==> config.mk <==
export PLATFORM = sky130hd
export DESIGN_NAME = rf_write_arbiter_flat
export DESIGN_NICKNAME = d
export VERILOG_FILES = /design/src/rtl/rf_write_arbiter_pkg.sv /design/src/rtl/rf_write_arbiter_if.sv /design/src/rtl/rf_write_arbiter_grant_scan.sv /design/src/rtl/rf_write_arbiter.sv /design/src/flat_wrapper.sv
export SDC_FILE = /design/constraint.sdc
export NUM_CORES = 1
export LEC_CHECK = 0
export BUFFER_PORTS_ARGS = -buffer_cell sky130_fd_sc_hd__buf_2
export CELL_PAD_IN_SITES_DETAIL_PLACEMENT = 1
export CELL_PAD_IN_SITES_GLOBAL_PLACEMENT = 2
export CORE_ASPECT_RATIO = 1.4
export CORE_MARGIN = 4
export CORE_UTILIZATION = 34
export CTS_BUF_LIST = sky130_fd_sc_hd__clkbuf_4
export DETAILED_ROUTE_END_ITERATION = 6
export PLACE_DENSITY = 0.95
export SETUP_SLACK_MARGIN = 0.02
export SYNTH_ARGS = -nofsm -noshare
export SYNTH_HDL_FRONTEND = slang
export SYNTH_SLANG_ARGS = --single-unit
==> constraint.sdc <==
create_clock -name CGRA_Clock -period 13.8 [get_ports CGRA_Clock]
set_clock_uncertainty 0.2 [all_clocks]
set_input_delay 2.07 -clock CGRA_Clock [delete_from_list [all_inputs] [get_ports CGRA_Clock]]
set_output_delay 2.07 -clock CGRA_Clock [all_outputs]
set_load 0.005 [all_outputs]
==> src/rtl/rf_write_arbiter_pkg.sv <==
// Shared types for the CGRA register-file write path.
// Default widths and the write-port bundle.
package cgra_rf_pkg;

  localparam int RF_LOG2REGS = 3;
  localparam int RF_SIZE     = 32;
  localparam int RF_NUM_WP   = 4;

  typedef struct packed {
    logic [RF_LOG2REGS-1:0] addr;
    logic [RF_SIZE-1:0]     data;
  } rf_wr_req_t;

  typedef struct packed {
    logic                   we;
    logic [RF_LOG2REGS-1:0] addr;
    logic [RF_SIZE-1:0]     data;
  } rf_wr_port_t;

  function automatic int unsigned ptr_w(
    input int unsigned n
  );
    return (n < 2) ? 1 : $clog2(n);
  endfunction

endpackage

==> src/rtl/rf_write_arbiter_if.sv <==
// Write-request bundle between producers and the arbiter.
// Flat vectors, request i in slice i.
interface rf_write_arbiter_if #(
  parameter int NUM_REQ  = 8,
  parameter int log2regs = 3,
  parameter int size     = 32
);

  logic [NUM_REQ-1:0]          req_valid;
  logic [NUM_REQ*log2regs-1:0] req_addr;
  logic [NUM_REQ*size-1:0]     req_data;
  logic [NUM_REQ-1:0]          req_ready;

  modport master (
    output req_valid,
    output req_addr,
    output req_data,
    input  req_ready
  );

  modport slave (
    input  req_valid,
    input  req_addr,
    input  req_data,
    output req_ready
  );

endinterface

==> src/rtl/rf_write_arbiter_grant_scan.sv <==
// Round-robin scan granting up to four requests per cycle.
// Granted addresses are kept pairwise distinct.
module rf_wr_grant_scan
  import cgra_rf_pkg::*;
#(
  parameter int NUM_REQ  = 8,
  parameter int log2regs = 3,
  parameter int PW       = $clog2(NUM_REQ)
) (
  input  logic [NUM_REQ-1:0]          valid_i,
  input  logic [NUM_REQ*log2regs-1:0] addr_i,
  input  logic [PW-1:0]               rr_ptr_i,
  output logic [NUM_REQ-1:0]          grant_o,
  output logic [RF_NUM_WP-1:0][PW-1:0] port_idx_o,
  output logic [RF_NUM_WP-1:0]        port_vld_o,
  output logic [PW-1:0]               rr_ptr_nxt_o
);

  logic [RF_NUM_WP-1:0][log2regs-1:0] paddr;
  logic [RF_NUM_WP-1:0][PW-1:0]       pidx;
  logic [RF_NUM_WP-1:0]               pvld;
  logic [NUM_REQ-1:0]                 gnt;
  logic [PW-1:0]                      nxt;
  logic [PW-1:0]                      idx;
  logic [log2regs-1:0]                a;
  logic [2:0]                         cnt;
  logic                               hit;

  // Walk requests from rr_ptr; k-th grant lands on port k.
  always_comb begin
    paddr = '0;
    pidx  = '0;
    pvld  = '0;
    gnt   = '0;
    nxt   = rr_ptr_i;
    idx   = '0;
    a     = '0;
    cnt   = '0;
    hit   = 1'b0;
    for (int j = 0; j < NUM_REQ; j++) begin
      idx = rr_ptr_i + PW'(j);
      a   = addr_i[idx*log2regs +: log2regs];
      hit = 1'b0;
      for (int k = 0; k < RF_NUM_WP; k++) begin
        if (pvld[k] && paddr[k] == a) hit = 1'b1;
      end
      if (valid_i[idx] && !cnt[2] && !hit) begin
        gnt[idx]          = 1'b1;
        pidx[cnt[1:0]]    = idx;
        pvld[cnt[1:0]]    = 1'b1;
        paddr[cnt[1:0]]   = a;
        cnt               = cnt + 3'd1;
        nxt               = idx + PW'(1);
      end
    end
  end

  assign grant_o      = gnt;
  assign port_idx_o   = pidx;
  assign port_vld_o   = pvld;
  assign rr_ptr_nxt_o = nxt;

endmodule

==> src/rtl/rf_write_arbiter.sv <==
// Write arbiter in front of the 4-write-port CGRA register file.
// Holds the rotating pointer and registered write ports.
module rf_write_arbiter
  import cgra_rf_pkg::*;
#(
  parameter int NUM_REQ  = 8,
  parameter int log2regs = 3,
  parameter int size     = 32
) (
  input  logic                CGRA_Clock,
  input  logic                CGRA_Reset,
  rf_write_arbiter_if.slave   req,
  output logic                WE0,
  output logic                WE1,
  output logic                WE2,
  output logic                WE3,
  output logic [log2regs-1:0] address_in0,
  output logic [log2regs-1:0] address_in1,
  output logic [log2regs-1:0] address_in2,
  output logic [log2regs-1:0] address_in3,
  output logic [size-1:0]     in0,
  output logic [size-1:0]     in1,
  output logic [size-1:0]     in2,
  output logic [size-1:0]     in3
);

  localparam int PW = $clog2(NUM_REQ);

  logic [NUM_REQ-1:0]           grant;
  logic [RF_NUM_WP-1:0][PW-1:0] pidx;
  logic [RF_NUM_WP-1:0]         pvld;
  logic [PW-1:0]                rr_nxt;

  logic [PW-1:0]                        rr_ptr_q;
  logic [RF_NUM_WP-1:0]                 we_q, we_d;
  logic [RF_NUM_WP-1:0][log2regs-1:0]   addr_q, addr_d;
  logic [RF_NUM_WP-1:0][size-1:0]       data_q, data_d;

  rf_wr_grant_scan #(
    .NUM_REQ  (NUM_REQ),
    .log2regs (log2regs),
    .PW       (PW)
  ) u_scan (
    .valid_i      (req.req_valid),
    .addr_i       (req.req_addr),
    .rr_ptr_i     (rr_ptr_q),
    .grant_o      (grant),
    .port_idx_o   (pidx),
    .port_vld_o   (pvld),
    .rr_ptr_nxt_o (rr_nxt)
  );

  // Nothing is accepted while reset is held.
  assign req.req_ready = grant & {NUM_REQ{CGRA_Reset}};

  // Route each granted request onto its port; idle ports go to zero.
  always_comb begin
    we_d   = '0;
    addr_d = '0;
    data_d = '0;
    for (int k = 0; k < RF_NUM_WP; k++) begin
      if (pvld[k]) begin
        we_d[k]   = 1'b1;
        addr_d[k] = req.req_addr[pidx[k]*log2regs +: log2regs];
        data_d[k] = req.req_data[pidx[k]*size +: size];
      end
    end
  end

  // Pointer and write-port registers; reset drops in-flight writes.
  always_ff @(posedge CGRA_Clock or negedge CGRA_Reset) begin
    if (!CGRA_Reset) begin
      rr_ptr_q <= '0;
      we_q     <= '0;
      addr_q   <= '0;
      data_q   <= '0;
    end else begin
      if (|grant) rr_ptr_q <= rr_nxt;
      we_q   <= we_d;
      addr_q <= addr_d;
      data_q <= data_d;
    end
  end

  assign WE0 = we_q[0];
  assign WE1 = we_q[1];
  assign WE2 = we_q[2];
  assign WE3 = we_q[3];
  assign address_in0 = addr_q[0];
  assign address_in1 = addr_q[1];
  assign address_in2 = addr_q[2];
  assign address_in3 = addr_q[3];
  assign in0 = data_q[0];
  assign in1 = data_q[1];
  assign in2 = data_q[2];
  assign in3 = data_q[3];

endmodule
==> src/flat_wrapper.sv <==
// flat-port wrapper written by rule: the top's interface ports become plain ports
module rf_write_arbiter_flat import cgra_rf_pkg::*;
#(
  parameter int NUM_REQ  = 8,
  parameter int log2regs = 3,
  parameter int size     = 32
)
  (CGRA_Clock, CGRA_Reset, WE0, WE1, WE2, WE3, address_in0, address_in1, address_in2, address_in3, in0, in1, in2, in3, req_req_valid, req_req_addr, req_req_data, req_req_ready);
  rf_write_arbiter_if #(.NUM_REQ(NUM_REQ), .log2regs(log2regs), .size(size)) req_i ();
  input  logic CGRA_Clock;
  input  logic CGRA_Reset;
  output logic WE0;
  output logic WE1;
  output logic WE2;
  output logic WE3;
  output logic [log2regs-1:0] address_in0;
  output logic [log2regs-1:0] address_in1;
  output logic [log2regs-1:0] address_in2;
  output logic [log2regs-1:0] address_in3;
  output logic [size-1:0] in0;
  output logic [size-1:0] in1;
  output logic [size-1:0] in2;
  output logic [size-1:0] in3;
  input wire logic [$bits(req_i.req_valid)-1:0] req_req_valid;
  input wire logic [$bits(req_i.req_addr)-1:0] req_req_addr;
  input wire logic [$bits(req_i.req_data)-1:0] req_req_data;
  output wire logic [$bits(req_i.req_ready)-1:0] req_req_ready;
  assign req_i.req_valid = req_req_valid;
  assign req_i.req_addr = req_req_addr;
  assign req_i.req_data = req_req_data;
  assign req_req_ready = req_i.req_ready;
  rf_write_arbiter #(.NUM_REQ(NUM_REQ), .log2regs(log2regs), .size(size)) u_core (.CGRA_Clock(CGRA_Clock), .CGRA_Reset(CGRA_Reset), .req(req_i), .WE0(WE0), .WE1(WE1), .WE2(WE2), .WE3(WE3), .address_in0(address_in0), .address_in1(address_in1), .address_in2(address_in2), .address_in3(address_in3), .in0(in0), .in1(in1), .in2(in2), .in3(in3));
endmodule
==> results of run 1 <==
[worst max-delay path by stage]
stage                                   startpoint               end  slack [ns]
floorplan                         req_req_addr[22]  req_req_ready[5]        1.53
global placement                  req_req_addr[23]  req_req_ready[5]        1.50
detailed placement                req_req_addr[21]  req_req_ready[1]        0.79
CTS                 u_core.rr_ptr_q[1]$_DFFE_PN0P_  req_req_ready[1]        0.69
global route                      req_req_addr[21]  req_req_ready[5]        0.13
finish              u_core.rr_ptr_q[1]$_DFFE_PN0P_  req_req_ready[1]        0.72
[per-stage QoR]
stage / util / setup WS, ns / cells / instance area (µm²)
detailed placement: 0.4002 / 0.7924 / 3570 / 24040
floorplan: - / 1.527 / 2459 / 20730
global placement: 0.4002 / 1.499 / 3570 / 24040
finish: 0.4075 / 0.7245 / 3646 / 24480
CTS: 0.4055 / 0.6868 / 3601 / 24360
global route: 0.4068 / 0.1292 / 3630 / 24440
[layout by cell type (no fill, tap or decap), types with 17 or more instances in the layout]
cell type,n
dfrtp_1,146
and3_1,150
o22a_1,35
a31oi_1,17
nand2_1,248
buf_2,440
inv_1,25
a21boi_0,114
ha_1,28
o22ai_1,80
mux4_2,31
a221o_1,35
buf_12,28
o221ai_1,39
mux2i_1,440
xor2_1,31
diode_2,45
or2_1,35
nor2_1,62
clkbuf_4,19
buf_4,79
a21boi_1,30
nand3_1,32
nor3_1,25
nand4_1,49
a21oi_1,73
mux2_2,18
o21ai_0,53
o211ai_1,153
xnor2_1,57
[worst max-delay path: cells and delay by family (launching register included)]
kind	cells	cell delay [ns]
AOI/OAI and AO/OA	12	3.75
xor gates and xnor gates	3	0.68
adders and majority gates	4	1.66
buffers and inverters	5	0.54
DFF	1	0.48
muxes	3	1.12
and+or+nand+nor	9	1.81
[registers in the layout (all words and copies together), names as in the netlist]
| register | count |
|---|---|
| u_core.address_in2 | 3 |
| u_core.in2 | 32 |
| u_core.address_in1 | 3 |
| u_core.address_in3 | 3 |
| u_core.we_q | 4 |
| u_core.address_in0 | 3 |
| u_core.in1 | 32 |
| u_core.rr_ptr_q | 3 |
| u_core.in0 | 32 |
| u_core.in3 | 32 |
[layer usage]
metal,vias to the layer above,share of wire,wire length [µm],global-route usage
li1,10130,-,-,-
met1,11730,0.35,37890,0.3310
met2,1176,0.50,53550,0.5512
met3,414,0.073,7839,0.07097
met4,14,0.080,8623,0.2398
met5,-,0.00085,92,0
[cell families after synthesis]
group / count (synthesis)
xor+xnor: 90
fa+ha+maj: 29
mux: 502
simple gates: 669
compound gates: 742
buf+inv: 280
flops: 147
[final cells by class]
type,instances,area [µm²]
Sequential cell,147,3680
Clock buffer,19,142.6
Timing Repair Buffer,549,3378
Antenna cell,45,112.6
Tap cell,810,1013
Fill cell,7215,35600
Multi-Input combinational cell,2032,15860
Clock inverter,12,180.2
Inverter,32,120.1
==> results.txt, run 1 <==
- Multiplexer area fraction after synthesis: 0.2634
- STA puts the critical path data required time at 11.53 ns.
* Syn avg cell area: 8.429 µm²
* Setup bufs post-CTS: 0
- Across every metal layer, demand over resource in global routing totals 0.3166.
- DRT Wirelength: 108.0 mm
* Path category of the worst min-delay check: flop to flop
* Die area: 0.06503 mm²
- After layout, the minimum clock period comes to 13.08 ns.
- Highest clock frequency the design can meet: 76.48 MHz
- Slowest library cell on the worst path: ha_2
- The worst hold path begins at u_core.rr_ptr_q[0]$_DFFE_PN0P_.
- The synthesized netlist occupies a cell area of 0.02073 mm².
- In this run the register-to-register setup slack is 1.94 ns.
- Pin count of the biggest net entering global routing: 95
* Max-Slew Margin vs Limit: 0.1527
- Number of buffers between clock root and the deepest sink: 2
- H-tree levels: 4
* Unrepaired setup endpoints after global routing: no
- Area growth from synthesis to layout: 18.12%
* Via Count: 23,460
* Instance count of the mapped netlist: 2,459
- Port buffering added 441 buffers.
- Arrival time at the worst endpoint: 10.81 ns
* Critical path peak fanout: 32
- In this run the vertical extent of the chip is 300.1 µm.
- In the final routed layout, each cell accounts on average for 29.62 µm.
- Of the total synthesized cell area, the portion taken by XOR and XNOR cells is 0.03839.
- Std cell rows: 106
- Synth Register Bits: 147
* Combinational family with the most area after synthesis: compound AO/OA/AOI/OAI gates
- For this configuration, the core starts out at a cell density of 0.3450.
- Reg2reg end: u_core.in3[6]$_DFF_PN0_
* Total of warnings raised by yosys: 0
- Category of the worst setup path launch point: flop
- Summed over all failing endpoints, the final setup total negative slack is 0 ns.
- Of the total synthesized cell area, the portion taken by AND, OR, NAND and NOR gates is 0.1664.
* Layout cells sized above 1: 0.2504
- Among the stages of the critical path, the cell type that occurs most often is nor2_1.
- Number of cells on the worst reg-to-reg path: 38
* CP max stage delay: 0.93 ns
- Among all cell types in the netlist, the one instantiated most often is mux2i_1.
- After detailed routing, the number of vias per cell comes to 6.435.
- Counting every net in the synthesized netlist gives 2,778.
* Ports placed on the boundary: 442
- Number of global-route vias before repair: 25,010
- Core area: 0.06008 mm²
- Of the total synthesized cell area, the portion taken by full adders, half adders and majority gates is 0.01751.
- DPL Wire Length: 80.01 mm
- Overflow left after global routing: 0
- Asr flop ratio synth: 1.000
- At the pin with the least slew margin, the transition time is 1.236 ns.
* Leading post-synthesis cells by cell area: mux2i_1 (21%), dfrtp_1 (18%), o211ai_1 (5.5%)
- Antenna violations before repair: 48
- Worst-skew pair later-pin latency: 0.69 ns
* Depth of the worst hold-timing path: 2
* Worst hold-check slack: 0.6398 ns
- Placer Congestion: 0.9836
- Most frequently used flop master after synthesis: dfrtp_1
* Distinct cell type count of the synthesized netlist: 108
* Number of enable-type register cells in the synthesized netlist: 0
- Share of Yosys cell area claimed by the top area cell type: 0.2135
* Post-route clock period utilization: 0.9475
- Part of the Yosys area used for sequential elements: 0.1775
- Clock-pin slew was measured on the worst setup and hold paths at 0.15 ns.
- Reg-to-reg startpoint: u_core.rr_ptr_q[1]$_DFFE_PN0P_
* Number of sinks handled by clock tree synthesis: 147
* Drt drc: 0
- Measured along the x axis, the die boundary spans 216.7 µm.
- The final number of hold-violating endpoints was 0.
- Cts repair resizes: 0
- CTS Hold Bufs: 0
* Hold worst-path end: u_core.rr_ptr_q[0]$_DFFE_PN0P_
- TritonCTS built the clock tree.
- Final antenna-violating net count: 0
* Commonest cells in the netlist: mux2i_1 (442), nand2_1 (251), o211ai_1 (153), and3_1 (150), dfrtp_1 (147)
- Summed over all instances, the cell type with the most area after synthesis is mux2i_1.
- Crit path capture type: output pin
- Max-capacitance violation count: 0
- Number of search-and-repair iterations in the first detailed-routing pass: 5
- Status: finished clean
* Global-route wire length before repair: 158.6 mm
- CTS placed an instance of clkbuf_4 at the clock tree root.
- Max Transition Viols Final: 0
- The worst setup path is of the flop to output pin kind.
- Number of CTS-inserted buffers: 17
- Number of violations reported at the end of detailed-routing iteration 0: 1,757
- Final-report setup violation count: 0
- The net count of the finished layout is 3,098.
- The compound-gate portion of the synthesized area is 0.2744.
Power of run 1 is not shown: default switching activity piles up to over one toggle a cycle in this logic, so the estimate is an artifact.
==> inputs of run 2 (changes only) <==
CORE_UTILIZATION = 36   (was 34)
PLACE_DENSITY = 0.94   (was 0.95)
SYNTH_HIERARCHICAL = 1   (was default)
==> run 2 against run 1 <==
Fmax up 1.8%. Die area down 6.2%. Synthesized area decreased by 0.86%. Cell area decreased by 0.85%. Core utilization grew 2.3 points. Synthesized cell count is 21% lower. Hold slack improved by 0.13 ns. Critical path type is now input pin to output pin. Critical endpoint unchanged. Highest routed layer unchanged.
==> results.txt, run 2 <==
- Most frequent standard cell in the layout excluding fill and tap cells: buf_2
* Instance count of the mapped netlist: 1,954
- Pin count of the biggest net entering global routing: 84
- For this run, the register share of the synthesized area comes to 0.1790.
- Antenna violations before repair: 43
- Clock tree synthesis inserted a total of 17 buffers.
* Max Transition Viols Final: 0
- For this run, the slowest stage of the critical path takes 0.56 ns.
- Clock-pin slew of the registers on the worst-case setup and hold paths: 0.15 ns
- Placer Congestion: 0.9934
- Slew at the pin closest to its max-slew limit: 1.204 ns
- Max-capacitance violation count: 0
* Kind of critical path: input pin to output pin
- The floorplan step defined a die boundary enclosing 0.06102 mm².
* Number of enable-type register cells in the synthesized netlist: 0
- Across every metal layer, demand over resource in global routing totals 0.3217.
- Detailed placement ended at an HPWL of 78.85 mm.
* Most frequently used flop master after synthesis: dfrtp_1
- Routed wire per std cell: 32.37 µm
* Sum of negative setup slack: 0 ns
- Area of the mapped netlist: 0.02055 mm²
- Finished Core Util: 0.4300
- Of the cells placed in the final design, the portion with a size suffix greater than 1 is 0.4639.
- H-tree levels: 4
* Count of input and output buffers: 441
* Highest clock frequency the design can meet: 77.85 MHz
- After detailed routing, the number of vias per cell comes to 6.482.
- Cell count after placement: 3,103
- Std cell rows: 103
* Layout Cells excl Fill: 3,173
* Via Count: 20,570
- Final antenna-violating net count: 0
- Setup repair after global routing left no endpoint under its margin.
* Number of buffers between clock root and the deepest sink: 2
- Number of search-and-repair iterations in the first detailed-routing pass: 5
* Number of sinks handled by clock tree synthesis: 147
- Measured in cells, the most critical reg-to-reg path has a length of 40.
- Most used cells in the layout excluding fill and tap cells: buf_2 (440), o21ai_0 (185), mux2i_1 (182)
- Final hold viol count: 0
* Number of violations reported at the end of detailed-routing iteration 0: 1,648
- Distinct cell type count of the synthesized netlist: 95
* Area growth from synthesis to layout: 18.13%
- Starting density of the core: 0.3640
- Along the worst path, the maximum fanout reaches 15.
* Core area: 0.05645 mm²
* Yosys top cell by area: dfrtp_1
* Number of global-route vias before repair: 22,150
- For this run, the post-layout net count is 2,706.
- TritonCTS built the clock tree.
- Path category of the worst min-delay check: flop to flop
* Asr flop ratio synth: 1.000
- From bottom edge to top edge, the die measures 290.7 µm.
* Post-route minimum period: 12.85 ns
* Final-report setup violation count: 0
- At the worst endpoint, the arrival time is 10.58 ns.
* Leading post-synthesis cells by cell area: dfrtp_1 (18%), mux4_2 (17%), mux2i_1 (9.4%)
- Max-Slew Margin vs Limit: 0.1976
- For the worst setup path, the data required time is 11.53 ns.
- When the netlist entered floorplanning its net count stood at 2,273.
- Synth Register Bits: 147
- In the finished design, the share of the clock period the worst path needs comes to 0.9309.
- Global-route wire length before repair: 148.9 mm
* Number of filler cells placed in the layout: 6,407
* CTS Hold Bufs: 0
* Slowest library cell on the worst path: mux4_2
* Die W: 209.9 µm
* Depth of the worst hold-timing path: 2
* Top cell by count, worst path: nand2_1
- After clock tree synthesis, the setup repair step added 0 buffers.
* Share of Yosys cell area claimed by the top area cell type: 0.1790
* Total of warnings raised by yosys: 6
* Ports placed on the boundary: 442
- Summed over all layers, the global routing overflow is 0.
- Cts repair resizes: 0
- After detailed routing, the number of remaining DRC violations is 0.
* Status: finished clean
* Category of the worst setup path launch point: input pin
- Root Buffer: clkbuf_4
- In the final layout, flip-flops and latches occupy 0.003680 mm².
- Worst-skew pair later-pin latency: 0.65 ns
- Most common cell in the netlist: mux2i_1
* Syn avg cell area: 10.52 µm²
- Commonest cells in the netlist: mux2i_1 (193), o21ai_0 (185), mux2_2 (164), inv_1 (163), mux4_2 (153)
- Summed over all layers, the routed wires come to 102.7 mm.
- STA classifies the critical path endpoint as an output pin.
- Multi-input logic area: 0.01515 mm²
run 2: cell types whose count changed after synthesis, moves of 51 or more:
| cell | before | now |
|---|---|---|
| mux4_2 | 31 | 153 |
| o22ai_1 | 80 | 11 |
| nand2_1 | 251 | 94 |
| inv_1 | 25 | 163 |
| a21boi_0 | 114 | 2 |
| o211ai_1 | 153 | 13 |
| o21ai_0 | 53 | 185 |
| a221oi_2 | 0 | 114 |
| and3_1 | 150 | 7 |
| buf_2 | 73 | 22 |
| clkbuf_1 | 136 | 55 |
| mux2_2 | 18 | 164 |
| mux2i_1 | 442 | 193 |
run 2: per-layer routing:
layer	track usage	share of wire	vias up
met5	0	0.00041	-
met4	0.2236	0.078	8
met3	0.06619	0.075	410
met2	0.5592	0.50	1233
met1	0.3476	0.35	10380
li1	-	-	8533
run 2: worst max-delay path, delay by kind of cell:
kind	cells	cell delay, ns
mux	4	1.30
compound gates	10	3.21
xor+xnor	3	0.54
buf+inv	5	0.78
simple gates	10	1.90
fa+ha+maj	3	0.78
run 2: cell families after synthesis:
logic type | after synthesis | share of synthesized area
adders and majority gates | 29 | 0.01766
xor gates and xnor gates | 89 | 0.03867
AOI/OAI and AO/OA | 514 | 0.2128
buffers and inverters | 340 | 0.09341
DFF | 147 | 0.1790
muxes | 542 | 0.3885
and+or+nand+nor | 293 | 0.06996
run 2: layout make-up:
class | instances | share of cell area
Antenna cell | 39 | 0.004021
Clock buffer | 20 | 0.006186
Clock inverter | 11 | 0.004742
Inverter | 165 | 0.02552
Multi-Input combinational cell | 1467 | 0.6243
Sequential cell | 147 | 0.1516
Tap cell | 735 | 0.03789
Timing Repair Buffer | 589 | 0.1457
run 2: final timing paths:
| check | start | end | slack, ns |
|---|---|---|---|
| worst max-delay path | req_req_addr[8] | req_req_ready[1] | 0.95 |
| worst min-delay path | u_core/rr_ptr_q[2]$_DFFE_PN0P_ | u_core/rr_ptr_q[2]$_DFFE_PN0P_ | 0.77 |
| worst max register to register | u_core/rr_ptr_q[0]$_DFFE_PN0P_ | u_core/in3[2]$_DFF_PN0_ | 2.00 |
| worst min register to register | u_core/rr_ptr_q[2]$_DFFE_PN0P_ | u_core/rr_ptr_q[2]$_DFFE_PN0P_ | 0.77 |
| max in group asynchronous | CGRA_Reset | u_core/address_in3[1]$_DFF_PN0_ | 10.61 |
| min in group asynchronous | CGRA_Reset | u_core/in0[8]$_DFF_PN0_ | 1.27 |
run 2: per-stage QoR:
| stage | setup WS (ns) | hold slack (ns) | instance area, µm² |
|---|---|---|---|
| floorplan | 0.9621 | 0.3668 | 20550 |
| global placement | 1.332 | 0.7557 | 23910 |
| detailed placement | 1.050 | 0.7439 | 23910 |
| CTS | 1.039 | 0.7836 | 24180 |
| global route | 0.2548 | 0.8357 | 24260 |
| finish | 0.9543 | 0.7667 | 24270 |
Power of run 2 is left out for the same reason.
==> inputs of run 3 (changes only) <==
BUFFER_PORTS_ARGS = default   (was -buffer_cell sky130_fd_sc_hd__buf_2)
CORE_UTILIZATION = 43   (was 36)
DONT_BUFFER_PORTS = 1   (was default)
PLACE_DENSITY = 0.95   (was 0.94)
==> run 3 against run 2 <==
Die area shrank 16%. Register-to-register slack lost 1.1 ns. Via count shrank 6.8%. Routed wire length shrank 6.4%. First-iteration DRC count grew 17%. Global-route usage grew 3.6 points. Core utilization grew 2.2 points. Critical path depth grew 2. Critical path type unchanged.
==> results.txt, run 3 (synthesis gave the netlist of run 2 again) <==
* Layout cells sized above 1: 0.3267
- In this run the deepest clock path goes through 2 buffers.
- Along the worst hold path, the cell count comes to 1.
* Post-route clock period utilization: 0.9749
* Antenna violations before repair: 6
- Status: finished clean
- Number of violations reported at the end of detailed-routing iteration 0: 1,926
* Core area: 0.04716 mm²
* Met3 wire len: 12.08 mm
* Highest routed metal layer: met5
- In this run the worst path has a maximum fanout of 11.
- Setup repair after global routing left no endpoint under its margin.
* Clock-pin slew of the registers on the worst-case setup and hold paths: 0.18 ns
* Max Transition Viols Final: 0
- Hold worst-path end: u_core/rr_ptr_q[0]$_DFFE_PN0P_
- Reg-to-reg startpoint: u_core/rr_ptr_q[0]$_DFFE_PN0P_
* Reg2reg end: u_core/in1[5]$_DFF_PN0_
- Number of global-route vias before repair: 20,200
- Path category of the worst min-delay check: flop to flop
- Overflow left after global routing: 0
* Number of CTS-inserted buffers: 17
* Max-Slew Margin vs Limit: 0.1429
* Crit path capture type: output pin
* Slowest library cell on the worst path: mux4_2
- Area growth from synthesis to layout: 3.702%
- Across every metal layer, demand over resource in global routing totals 0.3578.
- Entering global routing, the biggest net connects 156 pins.
- The count of nets left with antenna violations once routing finished came out at 0.
- Hold wc startpoint: u_core/rr_ptr_q[0]$_DFFE_PN0P_
* H-tree levels: 4
- The tool flagged a number of max-cap violations equal to 0.
- Category of the worst setup path launch point: input pin
- Row generation in the floorplan step produced 94 rows.
* Number of cells on the worst reg-to-reg path: 40
* R2R Setup Slk: 0.86 ns
* Starting density of the core: 0.4357
- Height of the die: 266.7 µm
- In the routed design, unresolved DRC markers number 0.
* Number of search-and-repair iterations in the first detailed-routing pass: 7
- From left edge to right edge, the die measures 192.8 µm.
- Most frequent standard cell in the layout excluding fill and tap cells: mux2i_1
- Global-route wire length before repair: 136.6 mm
* Die area: 0.05140 mm²
- Via Count: 19,160
- Met1 wire length: 30.12 mm
* Detail Route met2 WL: 43.95 mm
- Top cell by count, worst path: buf_4
* Highest clock frequency the design can meet: 74.33 MHz
- On the worst path, the slowest cell contributes a delay of 0.47 ns.
- Ports placed on the boundary: 442
* Number of sinks handled by clock tree synthesis: 147
- The final number of hold-violating endpoints came to 0.
* CTS Hold Bufs: 0
- Net count of the finished layout: 2,204
* DPL Wire Length: 68.12 mm
- Critical Path RT: 11.53 ns
- After detailed routing, the total wire length is 96.11 mm.
- Count of input and output buffers: 0
- Clock tree from TritonCTS: done
- Worst-skew pair later-pin latency: 0.65 ns
* Slew at the pin closest to its max-slew limit: 1.284 ns
* Final-report setup violation count: 0
- The worst path in the final design needs a cycle of 13.45 ns, including I/O delays and setup.
- The congestion estimate from routability-driven global placement came to 1.113.
- Root Buffer: clkbuf_4
- The setup path with the least slack is of type input pin to output pin.
* Routed wire per std cell: 38.08 µm
* Arrival time at the worst endpoint: 11.18 ns
- Dividing the detail-routed via count by the number of cells gives 7.592.
- Most used cells in the layout excluding fill and tap cells: mux2i_1 (185), o21ai_0 (184), inv_1 (163), mux2_2 (163), mux4_2 (153)
- Sum of negative setup slack: 0 ns
[run 3: repair_timing]
action                     4_1_cts  5_1_grt
pin swaps                        0        2
gates cloned                     0        0
setup endpoints to repair        4       58
buffers inserted                 0        4
gates resized for setup          2       13
[run 3: stage by stage]
step | hold WS, ns | setup WS, ns | instance area [µm²] | utilization | instances
after floorplan | 0.3668 | 0.9621 | 20550 | - | 1954
after global placement | 0.6171 | 0.6708 | 20920 | 0.4436 | 2486
after detailed placement | 0.6270 | 0.1421 | 20920 | 0.4436 | 2486
after CTS | 0.6743 | 0.08088 | 21210 | 0.4496 | 2518
after global routing | 0.6510 | 0.01483 | 21310 | 0.4518 | 2523
final | 0.6093 | 0.3464 | 21310 | 0.4518 | 2524
[run 3: layer usage]
| metal | vias to the layer above | GRT usage |
|---|---|---|
| met5 | - | 0.005769 |
| met4 | 8 | 0.3041 |
| met3 | 640 | 0.1324 |
| met2 | 1612 | 0.5655 |
| met1 | 9414 | 0.3728 |
| li1 | 7487 | - |
[run 3: final cells by class]
class	count	area, µm²
diodes	2	5.005
clock buffers	18	135.1
clock inverters	14	142.6
fillers	5110	25850
inverters	165	619.3
multi-input cells	1467	15210
flip-flops and latches	147	3682
well taps	624	780.7
repair buffers	87	732.0
[run 3: worst max path at each step]
stage                                         startpoint                to  slack [ns]  cells past startpoint
final                                   req_req_valid[7]  req_req_ready[3]        0.35                     37
after global routing                    req_req_valid[7]  req_req_ready[1]        0.01                     37
after CTS                 u_core/rr_ptr_q[0]$_DFFE_PN0P_  req_req_ready[3]        0.08                     39
after detailed placement                req_req_addr[23]  req_req_ready[3]        0.14                     38
after global placement                  req_req_addr[23]  req_req_ready[3]        0.67                     39
after floorplan                         req_req_valid[7]  req_req_ready[3]        0.96                     43
[run 3: critical path: cells and delay by family]
kind | cells | cell delay, ns
and+or+nand+nor | 7 | 1.32
adders and majority gates | 3 | 0.94
muxes | 5 | 1.91
buffers and inverters | 7 | 1.15
AOI/OAI and AO/OA | 12 | 2.96
xor gates and xnor gates | 3 | 0.79
Power of run 3 is left out for the same reason.
